## src/rtl/vga_cmd_ctrl.sv

```systemverilog
// vga_cmd_ctrl: keyboard-driven rectangle geometry/mode control, applied only during vblank.
// Define VGA_CMD_FIFO_EN for a 4-entry command FIFO; otherwise a single holding register.
module vga_cmd_ctrl #(
  parameter int STEP  = 5,
  parameter int H_MIN = 10,
  parameter int H_MAX = 190,
  parameter int W_MIN = 10,
  parameter int W_MAX = 300
) (
  input  logic       clock,
  input  logic       reset,
  input  logic       en,
  input  logic       key_valid,
  input  logic [7:0] scancode,
  input  logic       vblank,
  output logic [8:0] half_h,
  output logic [9:0] half_w,
  output logic       flash,
  output logic       invert,
  output logic       busy,
  output logic       overflow,
  output logic [2:0] fifo_level
);
`ifdef VGA_CMD_FIFO_EN
  localparam int DEPTH = 4;
`else
  localparam int DEPTH = 1;
`endif
  typedef enum logic [1:0] {IDLE, WAIT_VB, APPLY} state_t;
  state_t r_state, w_state_nxt;
  logic       r_vb_d, r_flash, r_inv, r_ovf, w_flash_nxt, w_inv_nxt;
  logic       w_push, w_pop, w_push_ok, w_rise, w_full;
  logic [2:0] r_cnt, w_cnt_nxt, w_widx, w_op;
  logic [2:0] r_mem [DEPTH];
  logic [2:0] w_mem_nxt [DEPTH];
  logic [8:0] r_h, w_h_nxt;
  logic [9:0] r_w, w_w_nxt;
  always_comb begin
    w_op = 3'd7;
    case (scancode)
      8'h75:   w_op = 3'd0;
      8'h72:   w_op = 3'd1;
      8'h6B:   w_op = 3'd2;
      8'h74:   w_op = 3'd3;
      8'h2B:   w_op = 3'd4;
      8'h2D:   w_op = 3'd5;
      8'h2C:   w_op = 3'd6;
      default: w_op = 3'd7;
    endcase
  end
  assign w_push    = en & key_valid & (w_op != 3'd7);
  assign w_rise    = vblank & ~r_vb_d;
  assign w_pop     = en & (r_state == APPLY) & vblank & (r_cnt != 3'd0);
  assign w_full    = r_cnt == 3'(DEPTH);
  assign w_push_ok = w_push & (~w_full | w_pop);
  assign w_cnt_nxt = r_cnt + 3'(w_push_ok) - 3'(w_pop);
  assign w_widx    = r_cnt - 3'(w_pop);
  // Head-of-queue lives in slot 0; a pop shifts the rest down
  always_comb begin
    w_mem_nxt = r_mem;
    if (w_pop)
      for (int i = 0; i < DEPTH - 1; i++) w_mem_nxt[i] = r_mem[i+1];
    for (int i = 0; i < DEPTH; i++)
      if (w_push_ok && 3'(i) == w_widx) w_mem_nxt[i] = w_op;
  end
  always_comb begin
    w_state_nxt = r_state;
    case (r_state)
      IDLE:    w_state_nxt = (r_cnt != 3'd0) ? WAIT_VB : IDLE;
      WAIT_VB: w_state_nxt = w_rise ? APPLY : WAIT_VB;
      APPLY:   w_state_nxt = (w_cnt_nxt == 3'd0) ? IDLE : (!vblank ? WAIT_VB : APPLY);
      default: w_state_nxt = IDLE;
    endcase
  end
  always_comb begin
    w_h_nxt     = r_h;
    w_w_nxt     = r_w;
    w_flash_nxt = r_flash;
    w_inv_nxt   = r_inv;
    if (w_pop)
      case (r_mem[0])
        3'd0: w_h_nxt = (r_h >= 9'(H_MAX - STEP)) ? 9'(H_MAX) : r_h + 9'(STEP);
        3'd1: w_h_nxt = (r_h <= 9'(H_MIN + STEP)) ? 9'(H_MIN) : r_h - 9'(STEP);
        3'd2: w_w_nxt = (r_w >= 10'(W_MAX - STEP)) ? 10'(W_MAX) : r_w + 10'(STEP);
        3'd3: w_w_nxt = (r_w <= 10'(W_MIN + STEP)) ? 10'(W_MIN) : r_w - 10'(STEP);
        3'd4: w_flash_nxt = ~r_flash;
        3'd5: w_inv_nxt = ~r_inv;
        3'd6: begin
          w_h_nxt     = 9'd20;
          w_w_nxt     = 10'd20;
          w_flash_nxt = 1'b0;
          w_inv_nxt   = 1'b0;
        end
        default: ;
      endcase
  end
  always_ff @(posedge clock or posedge reset) begin
    if (reset) begin
      r_state <= IDLE;
      r_vb_d  <= 1'b0;
      r_cnt   <= 3'd0;
      for (int i = 0; i < DEPTH; i++) r_mem[i] <= 3'd0;
      r_h     <= 9'd20;
      r_w     <= 10'd20;
      r_flash <= 1'b0;
      r_inv   <= 1'b0;
      r_ovf   <= 1'b0;
    end else if (en) begin
      r_state <= w_state_nxt;
      r_vb_d  <= vblank;
      r_cnt   <= w_cnt_nxt;
      r_mem   <= w_mem_nxt;
      r_h     <= w_h_nxt;
      r_w     <= w_w_nxt;
      r_flash <= w_flash_nxt;
      r_inv   <= w_inv_nxt;
      r_ovf   <= r_ovf | (w_push & ~w_push_ok);
    end
  end
  assign half_h     = r_h;
  assign half_w     = r_w;
  assign flash      = r_flash;
  assign invert     = r_inv;
  assign busy       = r_state != IDLE;
  assign overflow   = r_ovf;
  assign fifo_level = r_cnt;
endmodule

```

## config.mk

```make
export PLATFORM = sky130hd
export DESIGN_NAME = vga_cmd_ctrl
export DESIGN_NICKNAME = d
export VERILOG_FILES = /design/src/rtl/vga_cmd_ctrl.sv
export SDC_FILE = /design/constraint.sdc
export NUM_CORES = 1
export LEC_CHECK = 0
export CAP_MARGIN = 15
export CORE_MARGIN = 2
export CORE_UTILIZATION = 58
export DETAILED_ROUTE_END_ITERATION = 8
export PLACE_DENSITY = 0.94
export SLEW_MARGIN = 30
export SYNTH_ARGS = -nofsm -noshare
export SYNTH_HDL_FRONTEND = slang
export SYNTH_SLANG_ARGS = --single-unit
```

## constraint.sdc

```tcl
create_clock -name clock -period 8.1 [get_ports clock]
set_input_delay 2.43 -clock clock [delete_from_list [all_inputs] [get_ports clock]]
set_output_delay 2.43 -clock clock [all_outputs]
set_load 0.01 [all_outputs]
```

---- Word level (Yosys, flattened, before mapping) ----
Cells that the tools add are included.
storage, ports and cells
  register bits after elaboration ......... 31
  bits in latches ......................... 0
  RAM bits ................................ 0
  memory bits (read-only) ................. 0
  input port bits ......................... 13
  output and inout port bits .............. 26
  logic and storage cells ................. 82
  memories ................................ 0
cells by class
  $add $sub $neg .......................... 7
  $mul .................................... 0
  div/mod/pow operators ................... 0
  order comparisons ....................... 4
  equal/unequal tests ..................... 17
  shift-type cells ........................ 0
  mux-type cells .......................... 14
  bitwise logic cells ..................... 15
  reduce and logical (&&, ||, !) cells .... 16
operator list
  cell                                                                number
  equality test 8 x 7 -> 1 bit, second input constant                 4
  case mux 10 bit (3 select lines)                                    1
  case mux 9 bit (3 select lines)                                     1
  equality test 8 x 6 -> 1 bit, second input constant                 3
  case mux 3 bit (7 select lines)                                     1
  2-to-1 mux 10 bit                                                   2
  2-to-1 mux 9 bit                                                    2
  AND reduction 3 bit                                                 4
  adder 10 x 3 -> 10 bit, second input constant                       1
  greater-or-equal comparator 10 x 9 -> 1 bit, second input constant  1
  <= comparator 10 x 4 -> 1 bit, second input constant                1
  subtractor 10 x 3 -> 10 bit, second input constant                  1
  adder 9 x 3 -> 9 bit, second input constant                         1
  equality test 3 bit, second input constant                          3
  greater-or-equal comparator 9 x 8 -> 1 bit, second input constant   1
  <= comparator 9 x 4 -> 1 bit, second input constant                 1
  zero test 3 bit                                                     3
  nonzero test 3 bit                                                  3
  subtractor 9 x 3 -> 9 bit, second input constant                    1
  bitwise AND 1 bit                                                   8
  equality test 3 x 1 -> 1 bit, second input constant                 2
  equality test 3 x 2 -> 1 bit, second input constant                 2
  2-to-1 mux 2 bit                                                    3
  case mux 2 bit (3 select lines)                                     1
  13 further kinds                                                    22

---- Longest topological paths before layout ----
Gate-level depths: netlist of the first run.
  word-level depth ........................ 11
  gate-level depth with buffers ........... 14
  gate-level depth less buffers ........... 14

---- Worst setup path after synthesis of the first run ----
OpenSTA, ideal clock, no wires.
  path type ............................... input to register
  start point ............................. input scancode[4]
  end point ............................... register r_state[0]
  data arrival time ....................... 4.727 ns
  slack ................................... 3.244 ns
  cell stages on the path ................. 14
  path buffers ............................ 0
  cell sequence ........................... nand2b_1 -> nor3_1 -> o221ai_1 -> nand2_1 -> nand4b_1 -> ha_1 -> inv_1 -> ha_1 -> fa_1 -> xnor2_1 -> xnor2_1 -> nand2_1 -> a311oi_1 -> a21oi_1
between the ends
  longest elaborated chain between the ends .. 10
  elaborated cells on any way between the ends .. 16
ends and longest elaborated chain
  element                                                                              RTL line  source
  start, declared                                                                      14        input logic [7:0] scancode,
  equality test 8 x 6 -> 1 bit / equality test 8 x 7 -> 1 bit (equally long branches)  40        case (scancode)
  case mux 3 bit (7 select lines) *                                                    40
  inequality test 3 bit *                                                              51        assign w_push = en & key_valid & (w_op != 3'd7);
  bitwise AND 1 bit *                                                                  51
  bitwise AND 1 bit *                                                                  55        assign w_push_ok = w_push & (~w_full | w_pop);
  adder 3 x 1 -> 3 bit *                                                               56        assign w_cnt_nxt = r_cnt + 3'(w_push_ok) - 3'(w_pop);
  subtractor 3 x 1 -> 3 bit *                                                          56
  zero test 3 bit *                                                                    71        APPLY: w_state_nxt = (w_cnt_nxt == 3'd0) ? IDLE : (!vblank ? WAIT_VB : APPLY);
  2-to-1 mux 2 bit *                                                                   71
  case mux 2 bit (3 select lines) *                                                    68        case (r_state)
  end signal, assigned                                                                 109       r_state <= w_state_nxt;
  end, declared                                                                        30        state_t r_state, w_state_nxt;
Mark *: on every way between the ends. The rest lies on a longest branch, timed or not.
A chain may end at the register's enable or synchronous reset.

---- Worst setup path in the final report of the first run ----
  start point ............................. input scancode[0]
  end point ............................... register r_state[0]
The elaborated chain is that of the path after synthesis.

==> results of run 1 <==
## synthesized netlist by cell type (all sizes together) (5+ instances only)
cell type	count
a21o	6
ha	8
nand2	16
dfrtp	27
nor2	30
nor3	10
nand3	9
o21a	8
o21ai	25
nand2b	8
inv	18
nor2b	8
clkbuf	10
a31oi	7
buf	5
a21oi	15
## per-layer routing
layer | part of all wire, % | global-route usage, %
met5 | 0 | 0
met4 | 1.4 | 7.84
met3 | 6.2 | 6.83
met2 | 48 | 43.5
met1 | 44 | 34.0
## final cells by class
cell class | instances | area (µm²)
Multi-Input combinational cell | 236 | 1550
Fill cell | 318 | 1120
Sequential cell | 31 | 781
Timing Repair Buffer | 39 | 388
Clock buffer | 6 | 72.6
Inverter | 18 | 67.6
Tap cell | 50 | 62.6
Clock inverter | 2 | 12.5
## stage by stage
step / instances / instance area (µm²) / setup WS (ps) / total power [mW] / hold slack, ps
after global routing: 382 / 2940 / 2480 / 0.617 / 511
after CTS: 382 / 2940 / 2780 / 0.577 / 497
after detailed placement: 374 / 2850 / 2480 / 0.459 / 479
after global placement: 374 / 2850 / 2640 / 0.449 / 474
final: 382 / 2940 / 2740 / 0.579 / 490
after floorplan: 300 / 2470 / 3240 / 0.378 / 481
## sequential cells by signal, summed over array words and instances, names as in the netlist
register,flops
half_w,10
half_h,9
fifo_level,3
r_mem,3
r_state,2
flash,1
invert,1
overflow,1
r_vb_d,1
## power breakdown
group / total, mW / internal [mW] / switching (mW)
sequential: 0.225 / 0.178 / 0.0469
combinational: 0.236 / 0.114 / 0.123
clock: 0.117 / 0.0599 / 0.0575
## final timing paths
check | to | cells after the start | slack, ps
setup reg to reg | r_state[0]$_DFFE_PP0P_ | 12 | 5210
min in group asynchronous | half_h[5]$_DFFE_PP0P_ | 3 | 2510
setup / recovery | r_state[0]$_DFFE_PP0P_ | 15 | 2740
max in group asynchronous | half_h[2]$_DFFE_PP1P_ | 3 | 5250
hold reg to reg | overflow$_DFFE_PP0P_ | 1 | 490
hold / removal | overflow$_DFFE_PP0P_ | 1 | 490
## cells by family (layout without fill, tap and decap cells)
| kind of cell | after synthesis | count (layout) |
|---|---|---|
| AND/OR/NAND/NOR | 111 | 111 |
| flip-flops | 31 | 31 |
| multiplexers | 3 | 3 |
| XOR/XNOR | 7 | 7 |
| adder cells (fa/ha/maj) | 9 | 9 |
| AO/OA/AOI/OAI | 106 | 106 |
| buffers and inverters | 33 | 65 |
## worst reg2reg max path, stage by stage (launching register included)
cell and delay, ps:
dfrtp_1 450, and4b_1 370, nor4_1 90, nand4b_1 200, ha_1 300, inv_1 30, ha_1 170, fa_1 370
xnor2_1 210, xnor2_1 140, nand2_1 90, a311oi_1 270, a21oi_1 70
==> flow_summary_export.csv, run 1 <==
group,metric,value,unit
timing,finalClockSkew,5.77,ps
timing,period_needed,5360,ps
floorplanning,core-area,4060,µm²
job,drv_cap,0,
floorplanning,die_area,4800,µm²
logic_synthesis,syn_avg_cell_area,8.23,µm²
cts,clk_latency,290,ps
cts,cts-root-buf,"clkbuf_8",
logic_synthesis,ys_types,67,
pwr,powerDensity,197,nW/µm²
cts,cts-htree-levels,2,
cts,cts_setup_buffers,0,
logic_synthesis,yosysSeqAreaShare,31.6,%
detailed_routing,first_pass_iters,5,
logic_synthesis,synth_area_leaders,"dfrtp_1 27%, nor2_1 4.6%, dfstp_2 4.3%",
detailed_routing,wl_per_cell,15.7,µm
logic_synthesis,synth-simple-area-share,23.7,%
logic_synthesis,syn_area,2470,µm²
worst_setup_path,startpoint,"scancode[0]",
worst_setup_path,criticalPathCategory,"input pin to flip-flop",
global_route,grt_pass1_vias,2287,
worst_setup_path,cp-end-kind,"flip-flop",
worst_setup_path,path_max_fanout,7,
timing,max_slew_margin,45.1,%
cts,cts_sinks,31,
cts,cts_tree,"yes",
worst_setup_path,critPathMaxStageDelay,590,ps
final_layout,final_common_cell,"clkdlybuf4s50_1",
detailed_routing,num_vias,2498,
timing,hold_viol,0,
worst_setup_path,path_cells,"clkdlybuf4s50_1 > inv_1 > nor3_1 > o221ai_1 > nand2_1 > nand4b_1 > ha_1 > inv_1 > ha_1 > fa_1 > xnor2_1 > xnor2_1 > nand2_1 > a311oi_1 > a21oi_1",
worst_setup_path,crit_family,"adder cells",
pwr,leakagePower,1.23,nW
worst_setup_path,slowest_stage,"clkdlybuf4s50_1",
cts,numCtsBuffers,5,
detailed_routing,drtIter0Drc,261,
logic_synthesis,synthMuxAreaShare,1.32,%
logic_synthesis,synth_top_area_share,27.4,%
min_path,min_from,"overflow$_DFFE_PP0P_",
logic_synthesis,synth_edf_count,0,
logic_synthesis,synth_top_family_by_area,"compound AO/OA/AOI/OAI gates",
global_route,grt_pass1_wl,10400,µm
logic_synthesis,yosys.area_share.adder,4.86,%
timing,final.period_utilization,66.2,%
floorplanning,rows,23,
global_route,antenna_found_initial,0,
worst_setup_path,crit_path_start_kind,"input pin",
pwr,ir_worst_vdd,0.170,mV
min_path,hp-class,"flip-flop to flip-flop",
floorplanning,initial_core_util,60.9,%
logic_synthesis,yosysWarningCount,0,
cts,cts-resized-gates,0,
logic_synthesis,synthCells,300,
timing,drv_slew,0,
logic_synthesis,ys.flop_type,"dfrtp_1",
placement,dp_hpwl,4330,µm
timing,setup_viol,0,
logic_synthesis,synth_compound_area_share,30.5,%
cts,clock_path_buffers,2,
cts,postCtsHoldBufs,0,
logic_synthesis,synthArstFlopShare,100,%
timing,rsz0062_at_grt,"false",
detailed_routing,wirelength,6010,µm
floorplanning,die_y,69.3,µm
worst_setup_path,cp_num_buf_inv,3,
timing,fmax,186,MHz
logic_synthesis,synth.ff_latch_count,31,
detailed_routing,antenna_left,0,
worst_setup_path,critPathArrivalTime,5530,ps
placement,place_congestion,0.960,
logic_synthesis,synth_area_leader_cell,"dfrtp_1",
global_route,grtUsageTotal,26.3,%
worst_setup_path,cp_data_required_time,8270,ps
global_route,overflow,0,
final_layout,drive_above_1_share,4.82,%
placement,portBuffers,38,
final_layout,finalCoreUtilization,72.4,%
timing,final.setup.tns,0,ps
timing,tightest_slew,820,ps
final_layout,mostFrequentLayoutCells,"38 x clkdlybuf4s50_1, 30 x nor2_1, 27 x dfrtp_1",
logic_synthesis,synth_xor_area_share,2.48,%
detailed_routing,via_per_inst,6.54,
global_route,grt_max_degree,32,
detailed_routing,route.detailed.drc,0,
run_status,outcome,"finished, final reports clean",
final_layout,syn2layout_area_growth,18.9,%
final_layout,diodes,0,
floorplanning,die_w,69.3,µm
floorplanning,pin_count,39,
worst_setup_path,reg2reg_from,"r_state[0]$_DFFE_PP0P_",
logic_synthesis,synth_nets,322,
final_layout,final_nets,353,
cts,cts.clk_slew.worst_paths,60,ps
No activity file was read; power rests on OpenSTA's default activity.
==> inputs of run 2 (changes only) <==
--- a/config.mk
+++ b/config.mk
@@ -7,9 +7,9 @@
 export LEC_CHECK = 0
 export CAP_MARGIN = 15
 export CORE_MARGIN = 2
-export CORE_UTILIZATION = 58
+export CORE_UTILIZATION = 49
 export DETAILED_ROUTE_END_ITERATION = 8
-export PLACE_DENSITY = 0.94
+export PLACE_DENSITY = 0.86
 export SLEW_MARGIN = 30
 export SYNTH_ARGS = -nofsm -noshare
 export SYNTH_HDL_FRONTEND = slang
==> constraint.sdc (replaced) <==
create_clock -name clock -period 4.4 [get_ports clock]
set_input_delay 1.32 -clock clock [delete_from_list [all_inputs] [get_ports clock]]
set_output_delay 1.32 -clock clock [all_outputs]
set_load 0.01 [all_outputs]
==> run 2 against run 1 <==
Against the previous run:
- global-route usage decreased by 2.4 points
- count of clock-buffer cells in the layout is the same
- clock skew rose by 3.6 ps
- register-to-register slack worse by 3700 ps
==> flow_summary_export.csv, run 2 (synthesis gave the netlist of run 1 again) <==
group,metric,value,unit
run_status,outcome,"finished, final reports clean",
timing,finalClockSkew,9.39,ps
cts,postCtsHoldBufs,0,
timing,fmax,238,MHz
final_layout,mostFrequentLayoutCells,"38 x clkdlybuf4s50_1, 30 x nor2_1, 27 x dfrtp_1",
final_layout,syn2layout_area_growth,22.8,%
cts,numCtsBuffers,5,
final_layout,finalCoreUtilization,63.4,%
detailed_routing,via_per_inst,6.22,
job,drv_cap,0,
cts,cts_tree,"yes",
pwr,comb_power_share,39.0,%
final_layout,drive_above_1_share,6.85,%
placement,dp_hpwl,4280,µm
placement,place_area,2900,µm²
timing,setup_viol,0,
cts,cts.clk_slew.worst_paths,70,ps
cts,cts-root-buf,"clkbuf_8",
detailed_routing,wl_per_cell,15.4,µm
worst_setup_path,cp-end-kind,"flip-flop",
worst_setup_path,slowest_stage,"clkdlybuf4s50_1",
worst_setup_path,path_cells,"clkdlybuf4s50_1 > nand3b_1 > a21oi_1 > o221ai_1 > nand2_1 > nand4b_1 > ha_1 > inv_1 > ha_1 > fa_1 > xnor2_2 > xnor2_1 > nand2_1 > a311oi_1 > a21oi_1",
pwr,powerDensity,382,nW/µm²
placement,portBuffers,38,
pwr,ir_worst_vdd,0.222,mV
global_route,grt_pass1_vias,2295,
floorplanning,rows,25,
final_layout,final_nets,357,
timing,fin_hold_ws,485,ps
floorplanning,initial_core_util,51.6,%
worst_setup_path,crit_path_start_kind,"input pin",
global_route,grtUsageTotal,23.9,%
global_route,overflow,0,
cts,cts-htree-levels,2,
placement,dpl.cell_count,395,
cts,clk_latency,290,ps
timing,final.setup.tns,0,ps
cts,cts_sinks,31,
detailed_routing,antenna_left,0,
worst_setup_path,criticalPathCategory,"input pin to flip-flop",
pwr,leakagePower,1.28,nW
pwr,p_sw_share,37.3,%
worst_setup_path,cp_num_buf_inv,2,
floorplanning,die_y,75.0,µm
worst_setup_path,critPathMaxStageDelay,580,ps
detailed_routing,drtIter0Drc,190,
pwr,power_frac_clock,25.6,%
pwr,p_switching,432,µW
timing,period_needed,4210,ps
floorplanning,die_area,5620,µm²
global_route,grt_pass1_wl,10500,µm
cts,cts_setup_buffers,0,
cts,cts-resized-gates,0,
worst_setup_path,critPathArrivalTime,4380,ps
floorplanning,pin_count,39,
worst_setup_path,cp_data_required_time,4570,ps
final_layout,final_common_cell,"clkdlybuf4s50_1",
pwr,p_int,727,µW
worst_setup_path,path_max_fanout,6,
final_layout,largest_register_ffs,10,
pwr,seq_power_share,35.4,%
final_layout,stdcell_count,403,
detailed_routing,num_vias,2506,
final_layout,diodes,0,
timing,tightest_slew,844,ps
global_route,grt_max_degree,32,
placement,place_congestion,0.984,
global_route,antenna_found_initial,0,
cts,clock_path_buffers,2,
floorplanning,core-area,4790,µm²
timing,final.period_utilization,95.7,%
timing,drv_slew,0,
timing,max_slew_margin,43.5,%
detailed_routing,route.detailed.drc,0,
detailed_routing,wirelength,6210,µm
detailed_routing,first_pass_iters,5,
final_layout,fin_area,3030,µm²
worst_setup_path,crit_family,"adder cells",
timing,hold_viol,0,
final_layout,fillers,422,
floorplanning,die_w,75.0,µm
min_path,hp-class,"flip-flop to flip-flop",
==> run 2: changes by cell type in the layout (fill, tap and decap cells not counted) <==
cell / previous run / this run
buf_4: 1 / 5
bufinv_16: 0 / 1
clkbuf_1: 1 / 0
clkbuf_8: 5 / 6
clkinvlp_4: 1 / 0
nor3_1: 10 / 9
nor3_2: 0 / 1
xnor2_1: 4 / 3
xnor2_2: 0 / 1
==> run 2: layer usage <==
metal / part of all wire, % / GRT usage [%]
met5: 0 / 0
met3: 5.9 / 4.95
met4: 0.98 / 7.14
met1: 45 / 32.1
met2: 48 / 39.0
==> run 2: cell type report <==
cell class,count,area (µm²),share of cell area [%]
clock inverters,2,35.0,1.16
repair buffers,43,418,13.8
well taps,67,83.8,2.76
multi-input cells,236,1570,51.6
flip-flops and latches,31,781,25.7
inverters,18,67.6,2.23
clock buffers,6,82.6,2.72
==> run 2: worst paths after layout <==
| path | start | endpoint | slack (ps) | depth (start not counted) |
|---|---|---|---|---|
| hold / removal | overflow$_DFFE_PP0P_ | overflow$_DFFE_PP0P_ | 480 | 1 |
| setup / recovery | scancode[6] | r_state[0]$_DFFE_PP0P_ | 190 | 15 |
| min in group asynchronous | reset | half_h[7]$_DFFE_PP0P_ | 1420 | 3 |
| setup reg to reg | fifo_level[1]$_DFFE_PP0P_ | r_state[0]$_DFFE_PP0P_ | 1480 | 11 |
| max in group asynchronous | reset | half_w[2]$_DFFE_PP1P_ | 2640 | 3 |
| hold reg to reg | overflow$_DFFE_PP0P_ | overflow$_DFFE_PP0P_ | 480 | 1 |
==> run 2: metrics by stage <==
| step | total power, mW | setup WS (ps) |
|---|---|---|
| final | 1.16 | 190 |
| after global routing | 1.23 | -19.5 |
| after CTS | 1.15 | 248 |
| after detailed placement | 0.844 | -59.1 |
| after global placement | 0.829 | 130 |
| after floorplan | 0.697 | 654 |
==> run 2: worst register-to-register path: stages, from the launching register on <==
cell	delay, ps
dfrtp_1	480
or3_1	450
and2_1	190
ha_1	280
inv_1	40
ha_1	180
fa_1	410
xnor2_2	200
xnor2_1	150
nand2_1	90
a311oi_1	270
a21oi_1	60
==> run 2: power by group through the flow <==
stage               Clock, mW  Combinational (mW)  Sequential (mW)
finish                  0.297               0.452            0.410
global route            0.312               0.499            0.419
CTS                     0.301               0.440            0.406
detailed placement          0               0.433            0.412
global placement            0               0.420            0.409
floorplan                   0               0.308            0.389
==> inputs of run 3 (changes only) <==
--- a/config.mk
+++ b/config.mk
@@ -9,6 +9,7 @@
 export CORE_MARGIN = 2
 export CORE_UTILIZATION = 49
 export DETAILED_ROUTE_END_ITERATION = 8
+export MAX_ROUTING_LAYER = met4
 export PLACE_DENSITY = 0.86
 export SLEW_MARGIN = 30
 export SYNTH_ARGS = -nofsm -noshare
==> constraint.sdc (replaced) <==
create_clock -name clock -period 3.8 [get_ports clock]
set_input_delay 1.14 -clock clock [delete_from_list [all_inputs] [get_ports clock]]
set_output_delay 1.14 -clock clock [all_outputs]
set_load 0.01 [all_outputs]
==> run 3 against run 2 <==
Against the previous run:
- total power is 14% higher
- worst setup slack worse by 82 ps
- count of clock-buffer cells in the layout is 2 higher
- clock power hardly changed
- first-iteration DRC count is 22% higher
- cell count is 4.2% higher
- sequential cell count stayed put
- critical path depth stayed put
- hold slack better by 13 ps
- core utilization is 4.3 points higher
- routed wire length is 2.8% higher
- largest cell class unchanged
==> flow_summary_export.csv, run 3 (synthesis gave the netlist of run 1 again) <==
group,metric,value,unit
cts,cts.clk_slew.worst_paths,70,ps
worst_setup_path,cp-end-kind,"flip-flop",
detailed_routing,first_pass_iters,4,
cts,cts_tree,"yes",
final_layout,diodes,0,
global_route,grt_max_degree,32,
worst_setup_path,path_cells,"clkdlybuf4s50_1 > nand2b_4 > nor2_1 > o21ai_1 > nand2_1 > nand4b_1 > ha_1 > inv_1 > ha_1 > fa_2 > xnor2_2 > xnor2_1 > nand2_1 > a311oi_1 > a21oi_1",
floorplanning,rows,25,
timing,max_slew_margin,63.2,%
worst_setup_path,crit_family,"adder cells",
timing,fmax,271,MHz
detailed_routing,drtIter0Drc,231,
floorplanning,die_area,5620,µm²
final_layout,finalCoreUtilization,67.7,%
timing,hold_viol,0,
timing,final.setup.tns,0,ps
pwr,leakagePower,1.45,nW
run_status,outcome,"finished, final reports clean",
cts,clk_latency,290,ps
job,drv_cap,0,
cts,clock_path_buffers,2,
pwr,ir_worst_vdd,0.348,mV
final_layout,syn2layout_area_growth,31.1,%
floorplanning,die_y,75.0,µm
global_route,grt_pass1_wl,10500,µm
pwr,power_frac_clock,22.2,%
global_route,grtUsageTotal,24.4,%
worst_setup_path,criticalPathCategory,"input pin to flip-flop",
global_route,antenna_found_initial,0,
worst_setup_path,crit_path_start_kind,"input pin",
detailed_routing,antenna_left,0,
cts,postCtsHoldBufs,0,
detailed_routing,num_vias,2535,
worst_setup_path,critPathMaxStageDelay,540,ps
worst_setup_path,slowest_stage,"clkdlybuf4s50_1",
worst_setup_path,cp_data_required_time,3970,ps
timing,period_needed,3690,ps
detailed_routing,via_per_inst,6.04,
placement,dpl.cell_count,406,
min_path,hp-class,"flip-flop to flip-flop",
pwr,p_sw_share,38.3,%
cts,cts-htree-levels,2,
cts,numCtsBuffers,5,
pwr,p_switching,507,µW
floorplanning,die_w,75.0,µm
timing,finalClockSkew,5.56,ps
placement,portBuffers,38,
timing,final.period_utilization,97.2,%
detailed_routing,route.detailed.drc,0,
detailed_routing,wirelength,6380,µm
final_layout,stdcell_count,420,
worst_setup_path,critPathArrivalTime,3860,ps
detailed_routing,wl_per_cell,15.2,µm
floorplanning,pin_count,39,
timing,fin_hold_ws,498,ps
global_route,overflow,0,
cts,cts-root-buf,"clkbuf_8",
pwr,seq_power_share,36.0,%
timing,drv_slew,0,
pwr,powerDensity,409,nW/µm²
placement,place_congestion,1.00,
timing,setup_viol,0,
final_layout,drive_above_1_share,14.2,%
pwr,p_int,816,µW
final_layout,final_nets,374,
final_layout,mostFrequentLayoutCells,"30 x nor2_1, 30 x clkdlybuf4s50_1, 27 x dfrtp_1",
placement,dp_hpwl,4330,µm
pwr,comb_power_share,41.8,%
worst_setup_path,path_max_fanout,2,
pwr,p_total,1.32,mW
final_layout,largest_register_ffs,10,
worst_setup_path,cp_num_buf_inv,2,
timing,tightest_slew,547,ps
floorplanning,initial_core_util,51.6,%
floorplanning,core-area,4790,µm²
global_route,grt_pass1_vias,2371,
cts,cts_sinks,31,
run 3: cell types whose count changed in the layout (fill, tap and decap cells not counted), moves of 2 or more:
cell	change
nor2b_1	-3
nor2b_4	+2
dlymetal6s2s_1	+8
buf_4	+16
nand2b_4	+3
clkdlybuf4s50_1	-8
nand2b_1	-3
run 3: through the flow:
step                      cell area, µm²  setup slack, ps
after global routing                3240            -31.9
after CTS                           3120             5.45
final                               3240              108
after floorplan                     2470              234
after detailed placement            2990             -438
after global placement              2990             -257
run 3: area by class of cell:
type | instances | area [µm²]
multi-input cells | 236 | 1640
fillers | 377 | 1550
flip-flops and latches | 31 | 781
repair buffers | 60 | 569
clock buffers | 8 | 100
well taps | 67 | 83.8
inverters | 18 | 67.6
run 3: what timing repair did:
action | CTS | global route
resized for setup | 5 | 22
endpoints found under the hold margin | 0 | 0
setup endpoints to repair | 2 | 3
pin swaps | 2 | 12
setup buffers | 2 | 4
run 3: path summary, 6_finish.rpt:
path                                      startpoint                endpoint  slack (ps)  depth (start not counted)
hold / removal                  overflow$_DFFE_PP0P_    overflow$_DFFE_PP0P_         500                          1
setup / recovery                         scancode[5]  r_state[0]$_DFFE_PP0P_         110                         15
max in group asynchronous                      reset   half_w[2]$_DFFE_PP1P_        2240                          3
min in group asynchronous                      reset   half_h[7]$_DFFE_PP0P_        1240                          3
setup reg to reg           fifo_level[1]$_DFFE_PP0P_  r_state[0]$_DFFE_PP0P_         970                         11
hold reg to reg                 overflow$_DFFE_PP0P_    overflow$_DFFE_PP0P_         500                          1
run 3: power groups by stage:
stage | logic, mW | registers, mW | clock network, mW
floorplan | 0.356 | 0.451 | 0
CTS | 0.540 | 0.473 | 0.298
global placement | 0.494 | 0.473 | 0
finish | 0.553 | 0.476 | 0.294
detailed placement | 0.509 | 0.476 | 0
global route | 0.610 | 0.485 | 0.313
run 3: per-layer routing:
metal  GRT usage (%)  vias to the layer above  wire length (µm)
li1                -                     1217                 -
met1            30.5                     1212              2810
met2            39.1                       99              3110
met3            5.76                        7               409
met4            7.34                        0                51
met5               -                        -                 0
